<file path="src/rtl/wb_pkg.sv">
// wb_pkg: shared types and constants for the writeback scheduler and mux
package wb_pkg;
    localparam int RD_W = 3;
    typedef enum logic [1:0] {SRC_NONE, SRC_ALU, SRC_MEM, SRC_LINK} wb_src_t;
    typedef enum logic {MS_IDLE, MS_WAIT} mem_state_t;
    localparam logic [2:0] VSEL_ALU  = 3'b001;
    localparam logic [2:0] VSEL_MEM  = 3'b010;
    localparam logic [2:0] VSEL_LINK = 3'b100;
    typedef struct packed {
        logic          valid;
        wb_src_t       src;
        logic [RD_W-1:0] rd;
    } slot_t;
    function automatic logic [2:0] vsel_of(wb_src_t s);
        return s == SRC_ALU ? VSEL_ALU : s == SRC_MEM ? VSEL_MEM : s == SRC_LINK ? VSEL_LINK : 3'b000;
    endfunction
endpackage

</file>
<file path="src/rtl/wb_sched_if.sv">
// wb_sched_if: decode, memory-handshake and writeback signals of the scheduler
interface wb_sched_if #(parameter int NREG = 8, parameter int AW = 3, parameter int PCW = 16);
    import wb_pkg::*;
    logic            id_valid;
    wb_src_t         id_src;
    logic [AW-1:0]   id_rd;
    logic [AW-1:0]   id_rs1;
    logic [AW-1:0]   id_rs2;
    logic            id_use_rs1;
    logic            id_use_rs2;
    logic            flush;
    logic            mem_ack;
    logic            id_ready;
    logic            mem_req;
    logic            mdata_le;
    logic [2:0]      vsel;
    logic            rf_we;
    logic [AW-1:0]   rf_waddr;
    logic [NREG-1:0] pending;
    logic [PCW-1:0]  stall_cnt;
    modport master (
        output id_valid, id_src, id_rd, id_rs1, id_rs2, id_use_rs1, id_use_rs2, flush, mem_ack,
        input  id_ready, mem_req, mdata_le, vsel, rf_we, rf_waddr, pending, stall_cnt
    );
    modport slave (
        input  id_valid, id_src, id_rd, id_rs1, id_rs2, id_use_rs1, id_use_rs2, flush, mem_ack,
        output id_ready, mem_req, mdata_le, vsel, rf_we, rf_waddr, pending, stall_cnt
    );
endinterface

</file>
<file path="src/rtl/wb_scoreboard.sv">
// wb_scoreboard: in-flight destination map and RAW hazard detect over EX/MEM/WB
module wb_scoreboard
    import wb_pkg::*;
#(
    parameter int NREG = 8,
    parameter int AW   = 3
) (
    input  slot_t           ex,
    input  slot_t           mem,
    input  slot_t           wb,
    input  logic            id_valid,
    input  logic            use_rs1,
    input  logic            use_rs2,
    input  logic [AW-1:0]   rs1,
    input  logic [AW-1:0]   rs2,
    output logic [NREG-1:0] pending,
    output logic            hazard
);
    function automatic logic [NREG-1:0] dest_of(slot_t s);
        return (s.valid && s.src != SRC_NONE) ? NREG'(1) << s.rd[AW-1:0] : '0;
    endfunction

    // WB is included so a consumer waits until its producer has fully committed
    always_comb begin
        pending = dest_of(ex) | dest_of(mem) | dest_of(wb);
        hazard  = id_valid && ((use_rs1 && pending[rs1]) || (use_rs2 && pending[rs2]));
    end
endmodule

</file>
<file path="src/rtl/wb_sched.sv">
// wb_sched: tracks issued instructions through EX/MEM/WB and drives writeback control
module wb_sched
    import wb_pkg::*;
#(
    parameter int NREG = 8,
    parameter int AW   = 3,
    parameter int PCW  = 16
) (
    input  logic       clk,
    input  logic       rst_n,
    wb_sched_if.slave  bus
);
    slot_t          ex_q, ex_d, mem_q, mem_d, wb_q, wb_d;
    mem_state_t     state_q, state_d;
    logic [PCW-1:0] stall_q, stall_d;
    logic           mem_block, adv, hazard, issue, load_enter;

    wb_scoreboard #(.NREG(NREG), .AW(AW)) u_sb (
        .ex(ex_q), .mem(mem_q), .wb(wb_q),
        .id_valid(bus.id_valid), .use_rs1(bus.id_use_rs1), .use_rs2(bus.id_use_rs2),
        .rs1(bus.id_rs1), .rs2(bus.id_rs2),
        .pending(bus.pending), .hazard(hazard)
    );

    assign mem_block    = mem_q.valid && mem_q.src == SRC_MEM && !bus.mem_ack;
    assign adv          = !mem_block;
    assign bus.id_ready = adv && !hazard && !bus.flush;
    assign issue        = bus.id_valid && bus.id_ready;
    assign load_enter   = adv && ex_q.valid && ex_q.src == SRC_MEM;
    assign bus.mem_req  = state_q == MS_WAIT;
    assign bus.mdata_le = bus.mem_req && bus.mem_ack;
    assign bus.rf_we    = wb_q.valid && wb_q.src != SRC_NONE;
    assign bus.rf_waddr = wb_q.rd[AW-1:0];
    assign bus.vsel     = bus.rf_we ? vsel_of(wb_q.src) : 3'b000;
    assign bus.stall_cnt = stall_q;

    // Pipeline slot advance; a memory stall freezes EX/MEM and retires WB as a bubble
    always_comb begin
        ex_d    = !adv ? ex_q : issue ? slot_t'{1'b1, bus.id_src, RD_W'(bus.id_rd)} : '0;
        mem_d   = adv ? ex_q : mem_q;
        wb_d    = adv ? mem_q : '0;
        stall_d = (bus.id_valid && !bus.id_ready && !bus.flush && stall_q != '1) ? stall_q + PCW'(1) : stall_q;
    end

    // Memory request FSM; a load arriving as the previous one is acked re-arms WAIT
    always_comb begin
        state_d = state_q;
        if (load_enter)
            state_d = MS_WAIT;
        else if (state_q == MS_WAIT && bus.mem_ack)
            state_d = MS_IDLE;
    end

    // State registers
    always_ff @(posedge clk or negedge rst_n) begin
        if (!rst_n) begin
            ex_q    <= '0;
            mem_q   <= '0;
            wb_q    <= '0;
            state_q <= MS_IDLE;
            stall_q <= '0;
        end else begin
            ex_q    <= ex_d;
            mem_q   <= mem_d;
            wb_q    <= wb_d;
            state_q <= state_d;
            stall_q <= stall_d;
        end
    end
endmodule

</file>
<file path="src/flat_wrapper.sv">
// flat-port wrapper written by rule: the top's interface ports become plain ports
module wb_sched_flat import wb_pkg::*;
#(
    parameter int NREG = 8,
    parameter int AW   = 3,
    parameter int PCW  = 16
)
  (clk, rst_n, bus_id_valid, bus_id_src, bus_id_rd, bus_id_rs1, bus_id_rs2, bus_id_use_rs1, bus_id_use_rs2, bus_flush, bus_mem_ack, bus_id_ready, bus_mem_req, bus_mdata_le, bus_vsel, bus_rf_we, bus_rf_waddr, bus_pending, bus_stall_cnt);
  wb_sched_if #(.NREG(NREG), .AW(AW), .PCW(PCW)) bus_i ();
  input  logic clk;
  input  logic rst_n;
  input wire logic [$bits(bus_i.id_valid)-1:0] bus_id_valid;
  input wire logic [$bits(bus_i.id_src)-1:0] bus_id_src;
  input wire logic [$bits(bus_i.id_rd)-1:0] bus_id_rd;
  input wire logic [$bits(bus_i.id_rs1)-1:0] bus_id_rs1;
  input wire logic [$bits(bus_i.id_rs2)-1:0] bus_id_rs2;
  input wire logic [$bits(bus_i.id_use_rs1)-1:0] bus_id_use_rs1;
  input wire logic [$bits(bus_i.id_use_rs2)-1:0] bus_id_use_rs2;
  input wire logic [$bits(bus_i.flush)-1:0] bus_flush;
  input wire logic [$bits(bus_i.mem_ack)-1:0] bus_mem_ack;
  output wire logic [$bits(bus_i.id_ready)-1:0] bus_id_ready;
  output wire logic [$bits(bus_i.mem_req)-1:0] bus_mem_req;
  output wire logic [$bits(bus_i.mdata_le)-1:0] bus_mdata_le;
  output wire logic [$bits(bus_i.vsel)-1:0] bus_vsel;
  output wire logic [$bits(bus_i.rf_we)-1:0] bus_rf_we;
  output wire logic [$bits(bus_i.rf_waddr)-1:0] bus_rf_waddr;
  output wire logic [$bits(bus_i.pending)-1:0] bus_pending;
  output wire logic [$bits(bus_i.stall_cnt)-1:0] bus_stall_cnt;
  assign bus_i.id_valid = bus_id_valid;
  assign bus_i.id_src = bus_id_src;
  assign bus_i.id_rd = bus_id_rd;
  assign bus_i.id_rs1 = bus_id_rs1;
  assign bus_i.id_rs2 = bus_id_rs2;
  assign bus_i.id_use_rs1 = bus_id_use_rs1;
  assign bus_i.id_use_rs2 = bus_id_use_rs2;
  assign bus_i.flush = bus_flush;
  assign bus_i.mem_ack = bus_mem_ack;
  assign bus_id_ready = bus_i.id_ready;
  assign bus_mem_req = bus_i.mem_req;
  assign bus_mdata_le = bus_i.mdata_le;
  assign bus_vsel = bus_i.vsel;
  assign bus_rf_we = bus_i.rf_we;
  assign bus_rf_waddr = bus_i.rf_waddr;
  assign bus_pending = bus_i.pending;
  assign bus_stall_cnt = bus_i.stall_cnt;
  wb_sched #(.NREG(NREG), .AW(AW), .PCW(PCW)) u_core (.clk(clk), .rst_n(rst_n), .bus(bus_i));
endmodule
</file>
<file path="config.mk">
export PLATFORM = sky130hd
export DESIGN_NAME = wb_sched_flat
export DESIGN_NICKNAME = d
export VERILOG_FILES = /design/src/rtl/wb_pkg.sv /design/src/rtl/wb_sched_if.sv /design/src/rtl/wb_scoreboard.sv /design/src/rtl/wb_sched.sv /design/src/flat_wrapper.sv
export SDC_FILE = /design/constraint.sdc
export NUM_CORES = 1
export LEC_CHECK = 0
export CORE_UTILIZATION = 35
export DETAILED_ROUTE_END_ITERATION = 16
export PLACE_DENSITY = 0.59
export SYNTH_ARGS = -nofsm -noshare
export SYNTH_HDL_FRONTEND = slang
export SYNTH_SLANG_ARGS = --single-unit
</file>
<file path="constraint.sdc">
create_clock -name clk -period 2.4 [get_ports clk]
set_input_delay 0.48 -clock clk [delete_from_list [all_inputs] [get_ports clk]]
set_output_delay 0.48 -clock clk [all_outputs]
set_load 0.05 [all_outputs]
</file>
# ---- Word level (Yosys, flattened, before mapping)
# Cells that the tools add are included.
dict set report totals {
  ff_bits 35
  latchBits 0
  mem_bits_rw 0
  romBits 0
  in_bits 18
  out_inout_bits 34
  elab_cells 67
  mem_count 0
}
dict set report classes {
  addsub 1
  mul 0
  div_mod_pow 0
  order_cmp 2
  eq_ne 6
  shift 3
  muxes 15
  bitwise 2
  reduce_logical 27
}
# op count
set op_table {}
lappend op_table {{8-bit 2-to-1 mux} 3}
lappend op_table {{1-bit by 3-bit << shifter with 8-bit output (first input constant)} 3}
lappend op_table {{1-bit logical AND} 17}
lappend op_table {{16-bit by 1-bit adder with 16-bit output (second input constant)} 1}
lappend op_table {{16-bit != test (second input constant)} 1}
lappend op_table {{8-bit bitwise OR} 2}
lappend op_table {{3-bit 2-to-1 mux} 4}
lappend op_table {{6-bit 2-to-1 mux} 2}
lappend op_table {{2-bit equality test (second input constant)} 4}
lappend op_table {{3-bit by 4-bit < comparator with 1-bit output (second input constant)} 2}
lappend op_table {{2-bit nonzero test} 4}
lappend op_table {{1-bit binary-select mux with 3-bit select} 2}
lappend op_table {{1-bit logical NOT} 5}
lappend op_table {{1-bit 2-to-1 mux} 4}
lappend op_table {{2-bit by 1-bit equality test with 1-bit output (second input constant)} 1}
lappend op_table {{1-bit logical OR} 1}

# ---- Longest topological paths before layout
# Gate-level depths: netlist of the first run.
dict set report depth {
  depth_word 17
  depth_mapped 10
}

# ---- Modules after synthesis
# From an unflattened synthesis of the first run, not the netlist that was laid out.
dict set report unflattened {
  hier_cells 206
  area_unflattened_um2 2065.7
}
# mod n_inst cells_per_inst area_each_um2 seq_area_each_um2
set by_module_without_submodules {}
lappend by_module_without_submodules {wb_sched 1 131 1570.3 875.8}
lappend by_module_without_submodules {wb_scoreboard 1 75 495.5 0.0}

# ---- Worst setup path after synthesis of the first run
# Ideal clock, no wire load.
dict set report synth_path {
  path_kind {register to output}
  from {register u_core.wb_q[3] in the netlist's numbering}
  to {output port bus_id_ready}
  arrival_time_ns 3.063
  required_ns 1.920
  setup_slack_ns -1.143
  path_stages_with_launch 8
  path_buffers 0
  cell_sequence {dfrtp_1 -> o21ai_0 -> o22ai_1 -> or2_1 -> o221a_2 -> nand3_2 -> o21ai_0 -> a211oi_1}
}
dict set report synth_via {
  elab_chain_cells 12
  elab_cells_between_ends 15
  classes_between {mux (5); bitwise (1); reduce/logical (9)}
}
# item line
set synth_lines {}
lappend synth_lines {{from (decl)} wb_sched.sv:13} ;# slot_t ex_q, ex_d, mem_q, mem_d, wb_q, wb_d;
lappend synth_lines {{from (signal assigned)} wb_sched.sv:65} ;# wb_q <= wb_d;
lappend synth_lines {{2-bit nonzero test *} wb_scoreboard.sv:20} ;# return (s.valid && s.src != SRC_NONE) ? NREG'(1) << s.rd[AW-1:0] : '0;
lappend synth_lines {{1-bit logical AND *} wb_scoreboard.sv:20}
lappend synth_lines {{8-bit 2-to-1 mux *} wb_scoreboard.sv:20}
lappend synth_lines {{8-bit bitwise OR *} wb_scoreboard.sv:25} ;# pending = dest_of(ex) | dest_of(mem) | dest_of(wb);
lappend synth_lines {{named net bus_pending[6]} flat_wrapper.sv:27} ;# output wire logic [$bits(bus_i.pending)-1:0] bus_pending;
lappend synth_lines {{1-bit binary-select mux with 3-bit select} wb_scoreboard.sv:26} ;# hazard = id_valid && ((use_rs1 && pending[rs1]) || (use_rs2 && pending[rs2]));
lappend synth_lines {{1-bit 2-to-1 mux (implied by the code)} wb_scoreboard.sv:26}
lappend synth_lines {{1-bit logical AND} wb_scoreboard.sv:26}
lappend synth_lines {{1-bit logical OR *} wb_scoreboard.sv:26}
lappend synth_lines {{1-bit logical AND *} wb_scoreboard.sv:26}
lappend synth_lines {{1-bit logical NOT *} wb_sched.sv:27} ;# assign bus.id_ready = adv && !hazard && !bus.flush;
lappend synth_lines {{1-bit logical AND * (2 in a row)} wb_sched.sv:27}
lappend synth_lines {{to (decl)} flat_wrapper.sv:21} ;# output wire logic [$bits(bus_i.id_ready)-1:0] bus_id_ready;
# Mark *: on every way through the listed nets, which the timed path passes. The rest lies on a longest branch. The select of a mux whose other input is x is not followed.

# ---- Worst setup path after layout of the first run
dict set report layout_path {
  from {register u_core.mem_q[4] in the netlist's numbering}
  to {output port bus_id_ready}
}
dict set report layout_via {
  elab_chain_cells 13
  elab_cells_between_ends 20
  classes_between {eq/ne (1); mux (5); bitwise (2); reduce/logical (12)}
}
# item line
set layout_lines {}
lappend layout_lines {{from (decl)} wb_sched.sv:13}
lappend layout_lines {{from (signal assigned)} wb_sched.sv:64} ;# mem_q <= mem_d;
lappend layout_lines {{2-bit nonzero test} wb_scoreboard.sv:20}
lappend layout_lines {{1-bit logical AND} wb_scoreboard.sv:20}
lappend layout_lines {{8-bit 2-to-1 mux} wb_scoreboard.sv:20}
lappend layout_lines {{8-bit bitwise OR (2 in a row)} wb_scoreboard.sv:25}
lappend layout_lines {{1-bit binary-select mux with 3-bit select} wb_scoreboard.sv:26}
lappend layout_lines {{1-bit 2-to-1 mux (implied by the code)} wb_scoreboard.sv:26}
lappend layout_lines {{1-bit logical AND} wb_scoreboard.sv:26}
lappend layout_lines {{1-bit logical OR} wb_scoreboard.sv:26}
lappend layout_lines {{1-bit logical AND} wb_scoreboard.sv:26}
lappend layout_lines {{1-bit logical NOT} wb_sched.sv:27}
lappend layout_lines {{1-bit logical AND * (2 in a row)} wb_sched.sv:27}
# Mark *: on every way between the ends. The rest lies on a longest branch, timed or not. The select of a mux whose other input is x is not followed.

==> results of run 1 <==
[cells in the mapped netlist (4+ instances only)]
cell,instances,share of area
sky130_fd_sc_hd__nor3_1,11,0.027
sky130_fd_sc_hd__nor2_1,20,0.037
sky130_fd_sc_hd__or2_2,4,0.012
sky130_fd_sc_hd__o22ai_1,4,0.012
sky130_fd_sc_hd__dfrtp_1,35,0.43
sky130_fd_sc_hd__nand3b_1,5,0.018
sky130_fd_sc_hd__nand2_1,18,0.033
sky130_fd_sc_hd__clkbuf_1,4,0.0074
sky130_fd_sc_hd__o32ai_1,4,0.017
sky130_fd_sc_hd__nor2b_1,8,0.025
sky130_fd_sc_hd__o21ai_0,5,0.012
sky130_fd_sc_hd__o21ai_1,5,0.012
sky130_fd_sc_hd__xnor2_1,14,0.060
sky130_fd_sc_hd__nand3_1,17,0.042
sky130_fd_sc_hd__inv_1,15,0.028
[flip-flops by register name, summed over array words and instances (netlist names)]
name,count
u_core.mem_q,6
u_core.wb_q,3
u_core.bus.mem_req,1
u_core.bus.stall_cnt,16
u_core.bus.rf_waddr,3
u_core.ex_q,6
[worst max path at each step]
stage / cells after the start / slack (ns) / to / start
2_1_floorplan: 7 / -0.13 / bus_id_ready / u_core.mem_q[3]$_DFFE_PN0N_
3_5_place_dp: 7 / -0.26 / bus_id_ready / bus_id_rs2[1]
6_report: 9 / -0.29 / bus_id_ready / u_core.mem_q[4]$_DFFE_PN0N_
4_1_cts: 9 / -0.33 / bus_id_ready / u_core.mem_q[4]$_DFFE_PN0N_
5_1_grt: 9 / -0.37 / bus_id_ready / u_core.mem_q[4]$_DFFE_PN0N_
3_3_place_gp: 8 / -0.20 / bus_id_ready / bus_id_rs1[1]
[report_power, final]
part | total (mW) | internal, mW | switching [mW]
combinational | 0.566 | 0.254 | 0.312
clock | 0.424 | 0.225 | 0.199
sequential | 0.708 | 0.642 | 0.0662
[worst register-to-register path: cells and delay by family, from the launching register on]
family	cells	cell delay [ns]
compound gates	3	0.70
simple gates	4	0.71
xor+xnor	1	0.15
flops	1	0.43
buf+inv	3	0.47
[metal layers]
| metal | track usage | share of wire |
|---|---|---|
| met3 | 0.0372 | 0.049 |
| met1 | 0.247 | 0.47 |
| met4 | 0.0556 | 0.012 |
| met5 | 0 | 0 |
| met2 | 0.280 | 0.47 |
[area by class of cell]
type,instances,area share
Multi-Input combinational cell,163,0.385
Timing Repair Buffer,97,0.280
Sequential cell,35,0.264
Tap cell,72,0.0271
Clock buffer,6,0.0248
Inverter,15,0.0169
Clock inverter,1,0.00150
[per-stage QoR]
stage / setup TNS, ns / hold slack [ns]
4_1_cts: -2.53 / 0.503
2_1_floorplan: -0.127 / 0.184
5_1_grt: -5.60 / 0.509
3_5_place_dp: -3.06 / 0.491
6_report: -2.63 / 0.500
3_3_place_gp: -1.59 / 0.485
[kinds of logic (layout without fill, tap and decap cells)]
family | after synthesis | count (layout) | share of synthesized area
flops | 35 | 35 | 0.430
fa+ha+maj | 1 | 1 | 0.00614
mux | 5 | 5 | 0.0295
buf+inv | 23 | 119 | 0.0516
compound gates | 31 | 31 | 0.119
xor+xnor | 14 | 14 | 0.0602
simple gates | 112 | 112 | 0.304
[timing repair]
action | CTS | global route
pin swaps | 5 | 7
hold buffers | 0 | 0
setup buffers | 2 | 6
setup endpoints to repair | 18 | 23
resized for setup | 5 | 35
==> results list, run 1 <==
- For this configuration, the core starts out at a cell density of 0.366.
- The first global-routing pass estimated 8.61 mm of wire.
- Number of antenna violations at the first check in global routing: 0
- Critical-path cell list: o211ai_1 > buf_4 > nor2_1 > or2_4 > o221a_4 > nand3_4 > o21ai_2 > a211oi_4 > buf_12
- STA puts the critical path data required time at between 1.5 and 2 ns.
- The checks that failed: negative setup slack.
* Reg-to-reg critical path startpoint: u_core.ex_q[0]$_DFFE_PN0N_
* Post-synthesis sequential area ratio: 0.430
* Worst hold path endpoint: u_core.bus.stall_cnt[15]$_DFFE_PN0P_
- Crit path buffers/inverters: 2
- Commonest cells after routing, fill and taps aside: sky130_fd_sc_hd__buf_4 (43), sky130_fd_sc_hd__clkdlybuf4s50_1 (41), sky130_fd_sc_hd__dfrtp_1 (33)
- The detailed router finished its first iteration with 60 violations.
- Power spread over the standard cell area amounts to 510 nW/um^2.
- Number of hold-slack violations in the final timing report: 0
* Count of non-filler cells in the finished layout: a little under 400
- Summing all placed instances gives a cell area of 3000 sq um.
* Run status: finished with violations
- CTS tree: built
* CP endpoint kind: output pin
- Count of vias placed by the detailed router: 1933
- CTS clock-pin slew for the worst setup and hold paths: 0.07 ns
- After detailed routing, the number of vias per cell comes to 4.97.
- VDD sags by at most 0.000623 V.
- Worst Setup Path Type: reg -> out
* Crit path max fanout: 4
* Commonest register cell after synthesis: sky130_fd_sc_hd__dfrtp_1
* Buffers added on ports: 51
- Dividing the detail-routed wire length by the instance count gives around 14 um.
* Worst slew margin relative to its limit: 0.659
- Total number of yosys warnings: 0
* Number of enable flip-flop cells after synthesis: 0
* Worst stage delay on the critical path: a little under 0.4 ns
- The clock arrives with 0.00880 ns of skew.
- Max-cap violations: 0
* Timing-limited maximum frequency: 0.372 GHz
* Non-Filler Cell Area, Final: between 3000 and 4000 sq um
- For this design the static power due to leakage is roughly 1.4 nW.
- Summed over all layers, the global routing overflow is 0.
* Type of origin of the critical path: flop
- The library cell used most frequently in the layout, excluding fill and tap cells, is sky130_fd_sc_hd__buf_4.
- The total area inside the core boundary comes to 5570 sq um.
* DR pass1 iterations: 5
- Worst EP arrival: 2.21 ns
- I/O pin count: 52
- The worst register-to-register path has a depth of 11.
- Unique masters post-synth: 50
- Counting instances, the worst hold path has a depth of 1.
* DIE AREA: 6130 sq um
* RSZ-0062 raised after global routing: true
- The repair_antennas step left the layout with diodes totalling 0.
- Dividing the final minimum period by the clock period gives 1.12.
- Overall die height: 78.3 um
* Average footprint of a synthesized cell: 9.22 sq um
* Crit-path leading delay family: compound AO/OA/AOI/OAI gates
- Number of nets in the layout: about 340
* Actual transition at the worst max-transition pin: 0.510 ns
- Counting every net in the synthesized netlist gives 240.
- Capture instance of the worst register-to-register path: u_core.bus.stall_cnt[3]$_DFFE_PN0P_
- The routed design has 5.26 mm of wire.
* Horiz. Die Dim: just under 80 um
- Once layout is complete, the utilization of the core stands at 0.597.
- In this run the worst hold path is classified as reg -> reg.
- The final number of max-transition violations was 0.
- H-tree depth reported by CTS: 2
- Sequential cell area: just under 900 sq um
- Worst setup slack before clock tree synthesis: -0.264 ns
* Layout overhead on the synthesized area: 63.2%
- Worst skew pair latency: 0.28 ns
* Max stage delay cell, worst path: sky130_fd_sc_hd__dfrtp_1
* Final number of setup-violating endpoints: 23
* GRT Overall Usage: 0.179
* Worst setup slack for register-to-register paths: -0.18 ns
- Maximum clock insertion buffer count: 2
- Entering global routing, the biggest net connects 36 pins.
- At the end of routability-driven placement, the weighted congestion stood at 0.809.
- Synthesis inferred 35 register bits.
- In the routed design, unresolved DRC markers number 0.
* Overall Power: 1.70 mW
* Fillers: roughly 500
* Clock tree root buffer cell: sky130_fd_sc_hd__clkbuf_8
- Gate Count Post-Synth: 221
* Sink Count: 35
- Final WS setup: -0.286 ns
* Post-synth ARST share: 1.00
- The startpoint identified for the worst hold timing path is u_core.bus.stall_cnt[15]$_DFFE_PN0P_.
- The wire-length estimate of the detail-placed layout is 3.99 mm.
- Number of buffers added by the clock tree synthesis step: 5
- The cell area that synthesis handed to floorplanning was 2040 sq um.
* Period minus WS final: 2.69 ns
- The via count of the first global-routing pass was 1805.
* Fraction of final layout cells sized beyond drive strength 1: 0.363
- The floorplan has 27 rows.
- Post-route antenna net violation count: 0
- The multi-input combinational cells in the finished layout cover a total of about 1300 sq um.
- Post-placement cell count: 375
Note: power is estimated with default switching activity, not from simulation.
==> run 2: changes to the inputs <==
--- a/config.mk
+++ b/config.mk
@@ -8,6 +8,7 @@
 export CORE_UTILIZATION = 35
 export DETAILED_ROUTE_END_ITERATION = 16
 export PLACE_DENSITY = 0.59
+export SETUP_SLACK_MARGIN = 0.15
 export SYNTH_ARGS = -nofsm -noshare
 export SYNTH_HDL_FRONTEND = slang
 export SYNTH_SLANG_ARGS = --single-unit
==> results list, run 2 (synthesis gave the netlist of run 1 again) <==
* DR vias/cell: 4.96 (-0.21%)
- The flip-flop and latch area was 878 sq um (unchanged).
* Number of diodes added for antenna fixing: 0 (unchanged)
* Run status: finished with violations
- The root buffer cell chosen for the clock tree is sky130_fd_sc_hd__clkbuf_8.
- Max FFs per register: 16 (unchanged)
- Worst Setup Path Type: reg -> out
* CP endpoint kind: output pin
- Timing-limited maximum frequency: 0.373 GHz (about the same)
- Crit path buffers/inverters: 2 (unchanged)
* Maximum clock insertion buffer count: 2 (unchanged)
* H-tree depth reported by CTS: 2 (unchanged)
* Crit path max fanout: 4 (unchanged)
- First-pass GRT wire length: 8.61 mm (unchanged)
* Count of vias placed by the detailed router: 1929 (-0.21%)
- Actual transition at the worst max-transition pin: 0.512 ns (+0.00182 ns)
- The amount of wire on met2 after detailed routing came to 2.47 mm (-0.72%).
- The maximum number of pins on one net before global-route repair was 36 (unchanged).
* Final WS setup: -0.284 ns (+0.00260 ns)
- The proportion of layout cells with a drive suffix above 1 is 0.353 (-0.00946).
- TritonCTS built the clock tree.
* Residual DRC: 0 (unchanged)
* Initial core utilization: 0.366 (unchanged)
- The maximum clock skew at final layout is 0.00758 ns (-0.00122 ns).
- The library cell used most frequently in the layout, excluding fill and tap cells, is sky130_fd_sc_hd__buf_4.
- The proportion of total power due to net switching came to 0.339 (-0.00144).
* RSZ-0062 raised after global routing: true
- The number of buffer cells added on primary ports is 51 (unchanged).
- The clock sink count came to 35 (unchanged).
* Max Used Layer: met4
- Reg power frac: 0.420 (+0.003)
* Number of antenna violations at the first check in global routing: 0 (unchanged)
- The detailed-route wire length came to 5.19 mm (-1.4%).
- The switching power is 0.571 mW (-1.1%).
- I/O pin count: 52 (unchanged)
- Wire per inst: 13.3 um (-1.4%)
- The final core utilization was 0.593 (-0.00359).
- The total of endpoints with negative setup slack in the final report is 23 (unchanged).
- Worst setup slack before clock tree synthesis: -0.264 ns (unchanged)
* Failing checks: negative setup slack
- The relative slew slack was 0.658 (-0.000709).
* Areal power density over the cells: 510 nW/um^2 (about the same)
* Layout overhead on the synthesized area: 62.2%
- Largest voltage drop on the vdd net: 0.000622 V (-0.29%)
- Classification of the worst-slack hold path: reg -> reg
* Crit-path leading delay family: compound AO/OA/AOI/OAI gates
- Type of origin of the critical path: flop
- The violation count after the first detailed-route iteration is 69 (+15%).
- The overall die area came to 6130 sq um (unchanged).
- Part of the total power dissipated in combinational logic: 0.331 (-0.003)
- Crit path required time: 1.92 ns (about the same)
- The number of detailed-route iterations in the first pass was 4 (-1).
- The number of hold violations in the final report came to 0 (unchanged).
* CORE AREA: 5570 sq um (unchanged)
- The total of max-cap violations was 0 (unchanged).
- The detailed placement HPWL was 3.99 mm (unchanged).
- The met1 wire length came to 2.44 mm (-0.61%).
- The aggregate global-route resource usage came to 0.179 (unchanged).
- The final number of max-transition violations is 0 (unchanged).
- CTS clock-pin slew for the worst setup and hold paths: 0.07 ns (about the same)
* Part of the total power dissipated in the clock network: 0.249 (about the same)
- Post-route antenna net violation count: 0 (unchanged)
- Max stage delay cell, worst path: sky130_fd_sc_hd__dfrtp_1
* Fillers: 503 (-0.20%)
- Static Leakage: 1.44 nW (+2.3%)
- The width of the die was 78.3 um (unchanged).
- The die height came to 78.3 um (unchanged).
- Overflow left after global routing: 0 (unchanged)
- The internal power consumption came to 1.12 mW (-0.44%).
* Number of nets in the layout: 336 (unchanged)
* Final estimated routing congestion in global placement: 0.809 (unchanged)
* Period minus WS final: 2.68 ns (-0.00260 ns)
- Worst stage delay on the critical path: 0.39 ns (about the same)
- Count of standard-cell rows: 27 (unchanged)
- The routed length on met3 came to 234 um (-8.9%).
* Share of the cycle needed by the critical path after routing: 1.12 (about the same)
- Number of buffers added by the clock tree synthesis step: 5 (unchanged)
- Worst EP arrival: 2.20 ns (about the same)
- Vias in the first global route: 1808 (+0.17%)
- Leaving out fill and tap cells, the most frequent cells in the layout are sky130_fd_sc_hd__buf_4 (45), sky130_fd_sc_hd__clkdlybuf4s50_1 (38), sky130_fd_sc_hd__dfrtp_1 (33).
- Critical-path cell list: o211ai_1 > buf_4 > nor2_1 > or2_4 > o221a_4 > nand3_4 > o21ai_2 > a211oi_4 > buf_12
* Area taken by multi-input logic gates: 1270 sq um (-1.3%)
* Worst skew pair latency: 0.28 ns (about the same)
==> run 2: metal layers <==
metal	track usage	vias up
li1	-	965
met1	0.247	912
met2	0.280	48
met3	0.0372	4
met4	0.0556	0
met5	0	-
==> run 2: repair_timing <==
| action | CTS | global route |
|---|---|---|
| hold buffers | 0 | 0 |
| resized for setup | 6 | 32 |
| setup endpoints to repair | 25 | 26 |
| pin swaps | 5 | 6 |
| buffers inserted | 2 | 5 |
==> run 2: through the flow <==
stage,cells,instance area [sq um],TNS (ns),hold WS (ns),total power [mW]
final,389,3310,-3.83,0.502,1.69
after global routing,389,3310,-6.69,0.509,1.77
after CTS,384,3130,-2.53,0.503,1.66
after detailed placement,375,3000,-3.06,0.491,1.22
after global placement,375,3000,-1.59,0.485,1.22
after floorplan,221,2090,-0.127,0.184,0.998
==> run 2: power by group through the flow <==
| stage | Clock, mW | Sequential [mW] | Combinational [mW] |
|---|---|---|---|
| floorplan | 0 | 0.834 | 0.164 |
| global placement | 0 | 0.713 | 0.504 |
| detailed placement | 0 | 0.717 | 0.508 |
| CTS | 0.435 | 0.708 | 0.515 |
| global route | 0.461 | 0.717 | 0.592 |
| finish | 0.420 | 0.708 | 0.558 |
==> run 2: path summary, 6_finish.rpt <==
check / from / end / slack, ns / cells after the start
max reg2reg: u_core.ex_q[0]$_DFFE_PN0N_ / u_core.bus.stall_cnt[12]$_DFFE_PN0P_ / -0.25 / 11
min reg2reg: u_core.bus.stall_cnt[15]$_DFFE_PN0P_ / u_core.bus.stall_cnt[15]$_DFFE_PN0P_ / 0.50 / 1
max in group asynchronous: rst_n / u_core.ex_q[2]$_DFFE_PN0N_ / 1.45 / 2
min in group asynchronous: rst_n / u_core.bus.stall_cnt[4]$_DFFE_PN0P_ / 0.61 / 2
max: u_core.mem_q[4]$_DFFE_PN0N_ / bus_id_ready / -0.28 / 9
min: u_core.bus.stall_cnt[15]$_DFFE_PN0P_ / u_core.bus.stall_cnt[15]$_DFFE_PN0P_ / 0.50 / 1
==> run 2: layout make-up <==
type / instances / area share
clock buffers: 6 / 0.0250
clock inverters: 1 / 0.00151
inverters: 15 / 0.0170
multi-input cells: 163 / 0.383
flip-flops and latches: 35 / 0.266
well taps: 72 / 0.0272
repair buffers: 97 / 0.281
